File: src/rtl/cpu_pkg.sv
// +--------------------------------------------------------------------+
// | cpu_pkg: timer phase codes, fetch defaults and opcode constants.   |
// | Rev 1.0                                                            |
// +--------------------------------------------------------------------+
`default_nettype none

package cpu_pkg;

  typedef enum logic [2:0] {
    PH_FETCH   = 3'b000,
    PH_DECODE  = 3'b001,
    PH_EXEC2   = 3'b010,
    PH_EXEC1   = 3'b011,
    PH_INIT    = 3'b100,
    PH_OPFETCH = 3'b101,
    PH_ILLEGAL = 3'b110,
    PH_OPLOAD  = 3'b111
  } phase_t;

  localparam logic [15:0] RESET_PC_DEFAULT = 16'h0000;
  localparam logic [7:0]  OP_EXT2          = 8'h84;

  function automatic logic [15:0] pc_inc(input logic [15:0] v);
    return v + 16'd1;
  endfunction

endpackage

`default_nettype wire

File: src/rtl/fetch_unit_if.sv
// +--------------------------------------------------------------------+
// | fetch_unit_if: synchronous instruction-memory read bus.            |
// | Rev 1.0                                                            |
// +--------------------------------------------------------------------+
`default_nettype none

interface fetch_unit_if;
  logic [15:0] mem_addr;
  logic        mem_rd;
  logic [15:0] mem_rdata;

  modport master (output mem_addr, output mem_rd, input mem_rdata);
  modport slave  (input mem_addr, input mem_rd, output mem_rdata);
endinterface

`default_nettype wire

File: src/rtl/fetch_unit.sv
// +--------------------------------------------------------------------+
// | fetch_unit: PC, IR and operand registers paced by the timer phase. |
// | Rev 1.0                                                            |
// +--------------------------------------------------------------------+
`default_nettype none

module fetch_unit
  import cpu_pkg::*;
#(
  parameter logic [15:0] RESET_PC = RESET_PC_DEFAULT,
  parameter int          PHASE_W  = 3
) (
  input  logic               clk,
  input  logic               reset,
  input  logic [PHASE_W-1:0] t_state,
  fetch_unit_if.master       mem,
  input  logic               branch_en,
  input  logic [15:0]        branch_target,
  output logic [15:0]        ins,
  output logic [15:0]        ir,
  output logic [15:0]        operand,
  output logic [15:0]        pc,
  output logic [15:0]        instr_count,
  output logic               phase_err
);

  phase_t      ph;
  logic [15:0] pc_nxt;
  logic [15:0] ir_nxt;
  logic [15:0] operand_nxt;
  logic [15:0] count_nxt;
  logic        err_nxt;

  assign ph = phase_t'(t_state);

  always_comb begin
    mem.mem_rd   = reset && ((ph == PH_FETCH) || (ph == PH_OPFETCH));
    mem.mem_addr = pc;
    // Bypass lets the timer decode the word still arriving from memory.
    ins          = (ph == PH_DECODE) ? mem.mem_rdata : ir;
  end

  always_comb begin
    pc_nxt      = pc;
    ir_nxt      = ir;
    operand_nxt = operand;
    count_nxt   = instr_count;
    err_nxt     = phase_err;
    case (ph)
      PH_DECODE: begin
        ir_nxt    = mem.mem_rdata;
        pc_nxt    = pc_inc(pc);
        count_nxt = instr_count + 16'd1;
      end
      PH_EXEC1, PH_EXEC2: begin
        if (branch_en) pc_nxt = branch_target;
      end
      PH_OPLOAD: begin
        operand_nxt = mem.mem_rdata;
        pc_nxt      = branch_en ? branch_target : pc_inc(pc);
      end
      PH_ILLEGAL: err_nxt = 1'b1;
      default: ;
    endcase
  end

  always_ff @(posedge clk) begin
    if (!reset) begin
      pc          <= RESET_PC;
      ir          <= 16'h0000;
      operand     <= 16'h0000;
      instr_count <= 16'h0000;
      phase_err   <= 1'b0;
    end else begin
      pc          <= pc_nxt;
      ir          <= ir_nxt;
      operand     <= operand_nxt;
      instr_count <= count_nxt;
      phase_err   <= err_nxt;
    end
  end

endmodule

`default_nettype wire

File: src/flat_wrapper.sv
// flat-port wrapper written by rule: the top's interface ports become plain ports
module fetch_unit_flat import cpu_pkg::*;
#(
  parameter logic [15:0] RESET_PC = RESET_PC_DEFAULT,
  parameter int          PHASE_W  = 3
)
  (clk, reset, t_state, branch_en, branch_target, ins, ir, operand, pc, instr_count, phase_err, mem_mem_addr, mem_mem_rd, mem_mem_rdata);
  fetch_unit_if mem_i ();
  input  logic clk;
  input  logic reset;
  input  logic [PHASE_W-1:0] t_state;
  input  logic branch_en;
  input  logic [15:0] branch_target;
  output logic [15:0] ins;
  output logic [15:0] ir;
  output logic [15:0] operand;
  output logic [15:0] pc;
  output logic [15:0] instr_count;
  output logic phase_err;
  output wire logic [$bits(mem_i.mem_addr)-1:0] mem_mem_addr;
  output wire logic [$bits(mem_i.mem_rd)-1:0] mem_mem_rd;
  input wire logic [$bits(mem_i.mem_rdata)-1:0] mem_mem_rdata;
  assign mem_mem_addr = mem_i.mem_addr;
  assign mem_mem_rd = mem_i.mem_rd;
  assign mem_i.mem_rdata = mem_mem_rdata;
  fetch_unit #(.RESET_PC(RESET_PC), .PHASE_W(PHASE_W)) u_core (.clk(clk), .reset(reset), .t_state(t_state), .mem(mem_i), .branch_en(branch_en), .branch_target(branch_target), .ins(ins), .ir(ir), .operand(operand), .pc(pc), .instr_count(instr_count), .phase_err(phase_err));
endmodule
File: config.mk
export PLATFORM = sky130hd
export DESIGN_NAME = fetch_unit_flat
export DESIGN_NICKNAME = d
export VERILOG_FILES = /design/src/rtl/cpu_pkg.sv /design/src/rtl/fetch_unit_if.sv /design/src/rtl/fetch_unit.sv /design/src/flat_wrapper.sv
export SDC_FILE = /design/constraint.sdc
export NUM_CORES = 1
export LEC_CHECK = 0
export CORE_ASPECT_RATIO = 0.5
export CORE_MARGIN = 5
export CORE_UTILIZATION = 46
export DETAILED_ROUTE_END_ITERATION = 12
export PLACE_DENSITY = 0.95
export SLEW_MARGIN = 10
export SYNTH_ARGS = -nofsm -noshare
export SYNTH_HDL_FRONTEND = slang
export SYNTH_SLANG_ARGS = --single-unit
File: constraint.sdc
create_clock -name clk -period 2.9 [get_ports clk]
set_input_delay 0.29 -clock clk [delete_from_list [all_inputs] [get_ports clk]]
set_output_delay 0.29 -clock clk [all_outputs]
set_load 0.01 [all_outputs]
Yosys cells after proc, flatten, opt, wreduce, memory -nomap -nowiden
Index checks and enable logic that the tools add are counted.
{ "word_totals": {"register_bits": 65, "wordCells": 24, "input_bits": 38, "out_inout_bits": 98} }
{ "classes": {"n_eq_ne": 7, "add_sub_neg": 2, "n_reduce_logical": 6, "muxes": 4} }
{ "op_table": {"columns": ["op", "count"], "rows": [
  ["16-bit 2-to-1 mux", 3],
  ["16-bit one-hot mux with 3 select lines", 1],
  ["16-bit by 1-bit adder with 16-bit output, second input constant", 2],
  ["3-bit equality test, second input constant", 3],
  ["3-bit by 2-bit equality test with 1-bit output, second input constant", 2],
  ["3-bit by 1-bit equality test with 1-bit output, second input constant", 1],
  ["3-bit logical NOT", 1],
  ["3-bit nonzero test", 1],
  ["2-bit inequality test, second input constant", 1],
  ["2-bit AND reduction", 1],
  ["2-bit OR reduction", 1],
  ["1-bit logical AND", 1],
  ["1-bit logical OR", 1]
]} }

Depth between registers and ports, before layout
Gate-level depths: netlist of run 1.
{ "logic_depth": {"depth_word": 4, "mapped_depth": 7, "ltp_nobuf": 5} }

Worst setup path after synthesis of run 1
Ideal clock, no wire load.
{ "synth_path": {"kind": "input to output", "start": "input port t_state[1]", "end": "output port ins[10]", "t_arrival_ns": 1.369, "stages": 5, "n_path_buf": 3, "slack_ns": 1.241, "t_required_ns": 2.610, "path_cell_list": "buf_2 nor3b_2 buf_4 buf_2 mux2_2"} }
{ "synth_via": {"elab_chain_len": 2} }
{ "synth_lines": {"columns": ["item", "line_no", "rtl"], "rows": [
  ["from (decl)", "flat_wrapper.sv:11", "input logic [PHASE_W-1:0] t_state;"],
  ["3-bit by 1-bit equality test with 1-bit output", "fetch_unit.sv:40", "ins = (ph == PH_DECODE) ? mem.mem_rdata : ir;"],
  ["16-bit 2-to-1 mux", null, null],
  ["to (decl)", "flat_wrapper.sv:14", "output logic [15:0] ins;"]
]} }
Every way passes these cells.

Final worst setup path of run 1
{ "layout_path": {"start": "input port t_state[0]", "end": "output port ins[12]"} }
The elaborated chain is that of the path after synthesis.

==> key figures, run 1 <==
CTS
  – Setup Buffers After CTS: 0
  – Post-cts hold buffer count: 0
  – Post-CTS sizing: 0
  – CTS clock-pin slew for the worst setup and hold paths: 0.05 ns
  – Sink Count: 65
  – Root Buffer: clkbuf_16
  – Longest Clk Path Bufs: 2
  – Clk_lat worst skew: 0.33 ns
  – CTS tree: built
  – H-tree lvl count: 3
  – CTS Buf Count: 9

Final layout
  – Antenna diodes: 0
  – Area of the multi-input gates: 0.00159 mm^2
  – P&R area growth vs syn: 50.5%
  – Fillers: 495
  – Register area: 0.00130 mm^2
  – Nets: 518
  – Share of post-route cells with drive strength above 1: 0.0828
  – Most frequent cells in the layout: clkdlybuf4s50_1 (135), dfxtp_1 (65), nand2_1 (51)
  – Most common cell after layout, fill and taps aside: clkdlybuf4s50_1
  – Final core utilization: 0.711

Place
  – PortBufs: 135
  – Routability cong.: a little over 0.8
  – DP HPWL: 6640 um

Critical path
  – Critical path launch point: t_state[0]
  – Worst r2r src: u_core.mem.mem_addr[0]
  – CP Capture Type: primary output
  – Reg2reg path depth: 5
  – Critical-path top delay cell: clkdlybuf4s50_1
  – WS Path Type: primary input to primary output
  – Worst Path Required: 2.61 ns
  – CP endpoint: ins[12]
  – CP max FO: 20
  – Worst-path cell chain: clkdlybuf4s50_1 > nor3b_4 > buf_4 > mux2_2 > clkdlybuf4s50_1
  – CP max stage delay: 0.62 ns
  – Crit path launch type: primary input
  – Worst r2r dst: u_core.mem.mem_addr[14]
  – Cell mode on critical path: clkdlybuf4s50_1
  – Reg2Reg Setup Slack: 1.15 ns
  – WP data arrival: approximately 2.4 ns

Yosys
  – Synthesized instance count: 370
  – Area leader, netlist: dfxtp_1
  – Count of cell types in the netlist: 43
  – Synth top area share: 0.413
  – Yosys warns: 0
  – Avg Cell Area, Syn: 8.52 um^2
  – Synth area leaders: dfxtp_1 (41%), nand2_1 (6.1%), mux2_2 (6.1%), a21oi_1 (5.9%), buf_4 (4.3%)
  – Synthesis-stage register bit count: between 60 and 70
  – Mapped Area: 0.00315 mm^2
  – EDFF count, synth: 0
  – FFs w/ async S/R, synth: 0
  – Synth Flop Type: dfxtp_1
  – Syn Nets: 410
  – Sequential area share after synthesis: 0.413

Global route
  – Vias in the first global route: 3011
  – Total gr overflow: 0
  – All-Layer GR Usage: 0.219
  – Largest net degree at the start of global routing: 39
  – Global-route wire length before repair: 15100 um
  – Initial antenna violation count: 0

Floorplanning
  – Die height: 68.5 um
  – Die area: 0.00871 mm^2
  – Num ports: 136
  – Initial Util: 0.472
  – Cell Rows: 21
  – Core area: 0.00667 mm^2
  – DIE WIDTH: 127 um

Run status
  – Status: finished, final reports clean

Drt
  – Drt wl/cell: 16.6 um
  – Drt pass-1 iters: 4
  – DRT iter0 DRCs: 252
  – Final ANT Viol Nets: 0
  – Drt via density: 5.46
  – Final wirelength: 9540 um
  – DRC Markers: 0
  – Vias: 3142

STA
  – Min Tclk post-route: 2.65 ns
  – Fin Clk Skew: 0.00313 ns
  – Final critical-path share of the clock period: 0.913
  – RSZ-0062 raised after global routing: false
  – Final Hold Viols: 0
  – Slew Limit Fails: 0
  – Achievable Freq: 378 MHz
  – Final setup vio count: 0
  – Slew @ Worst Pin: approximately 0.65 ns
  – Worst rel slew slack: 0.568
  – Final setup TNS: 0 ns

Worst hold path
  – Hold Startpoint: u_core.operand[1]
  – Worst hold-check path type: flip-flop to flip-flop

Job
  – Max_cap viols: 0

Power and ir drop
  – PwrDens: 518 mW/mm^2
  – Maximum VDD drop: 0.419 mV
  – Static leakage power: 0.00171 uW
==> where the power goes <==
part           switching (uW)  internal, uW
clock network             388           799
registers                26.1           921
logic                     145           177
==> cells by family (layout without fill, tap and decap cells) <==
| group | after synthesis | count (layout) | synth area share |
|---|---|---|---|
| AO/OA/AOI/OAI | 79 | 79 | 0.153 |
| XOR/XNOR | 12 | 12 | 0.0333 |
| adder cells (fa/ha/maj) | 2 | 2 | 0.00794 |
| buffers and inverters | 47 | 160 | 0.0857 |
| flip-flops | 65 | 65 | 0.413 |
| multiplexers | 19 | 19 | 0.0671 |
| AND/OR/NAND/NOR | 146 | 146 | 0.240 |
==> registers in the layout (all words and copies together), names as in the netlist <==
signal,flops
u_core.instr_count,16
u_core.ir,16
u_core.mem.mem_addr,16
u_core.operand,16
u_core.phase_err,1
==> cell usage after synthesis, drive strengths merged (4+ instances only) <==
library cell  number
clkbuf            12
o21ai              9
nand3             18
nand2             51
xnor2              4
and4               8
o31a               7
dfxtp             65
nor2              14
and2              20
mux2              17
or3                4
xor2               8
nand4             12
buf               32
o22ai             10
and3              11
a21oi             38
==> final cells by class <==
cell class,instances,area share
multi-input combinational,258,0.335
timing repair buffer,141,0.294
tap,92,0.0243
sequential,65,0.274
clock inverter,4,0.0158
inverter,3,0.00237
clock buffer,12,0.0541
==> through the flow <==
stage               instances  power (uW)  hold WS [ns]  setup slack (ns)  cell area, um^2
floorplan                 370        1120         0.424              1.24             3150
global placement          559        1280         0.441             0.332             4410
detailed placement        559        1280         0.448             0.270             4410
CTS                       575        2470         0.455             0.262             4740
global route              575        2540         0.476             0.169             4740
finish                    575        2460         0.455             0.252             4740
==> worst max-delay path: cells and delay by family <==
kind	cells	cell delay (ns)
buffers and inverters	3	1.42
multiplexers	1	0.39
AND/OR/NAND/NOR	1	0.25
==> per-layer routing <==
metal	vias up	global-route usage	part of all wire
li1	1516	-	-
met1	1483	0.246	0.40
met2	120	0.403	0.51
met3	23	0.0654	0.060
met4	0	0.0869	0.023
met5	-	0	0
==> how the worst min path moves through the flow <==
stage / slack [ns] / to / cells after the start
5_1_grt: 0.48 / u_core.operand[11] / 2
3_3_place_gp: 0.44 / u_core.operand[15] / 2
4_1_cts: 0.45 / u_core.operand[2] / 2
6_report: 0.45 / u_core.operand[1] / 2
3_5_place_dp: 0.45 / u_core.operand[2] / 2
2_1_floorplan: 0.42 / u_core.mem.mem_addr[4] / 2
Note: power is estimated with default switching activity, not from simulation.
==> run 2, diff against run 1 <==
--- a/config.mk
+++ b/config.mk
@@ -10,6 +10,7 @@
 export CORE_UTILIZATION = 46
 export DETAILED_ROUTE_END_ITERATION = 12
 export PLACE_DENSITY = 0.95
+export SKIP_LAST_GASP = 1
 export SLEW_MARGIN = 10
 export SYNTH_ARGS = -nofsm -noshare
 export SYNTH_HDL_FRONTEND = slang
==> results of run 2 <==
Final layout, timing and power as in run 1 (identical DEF).
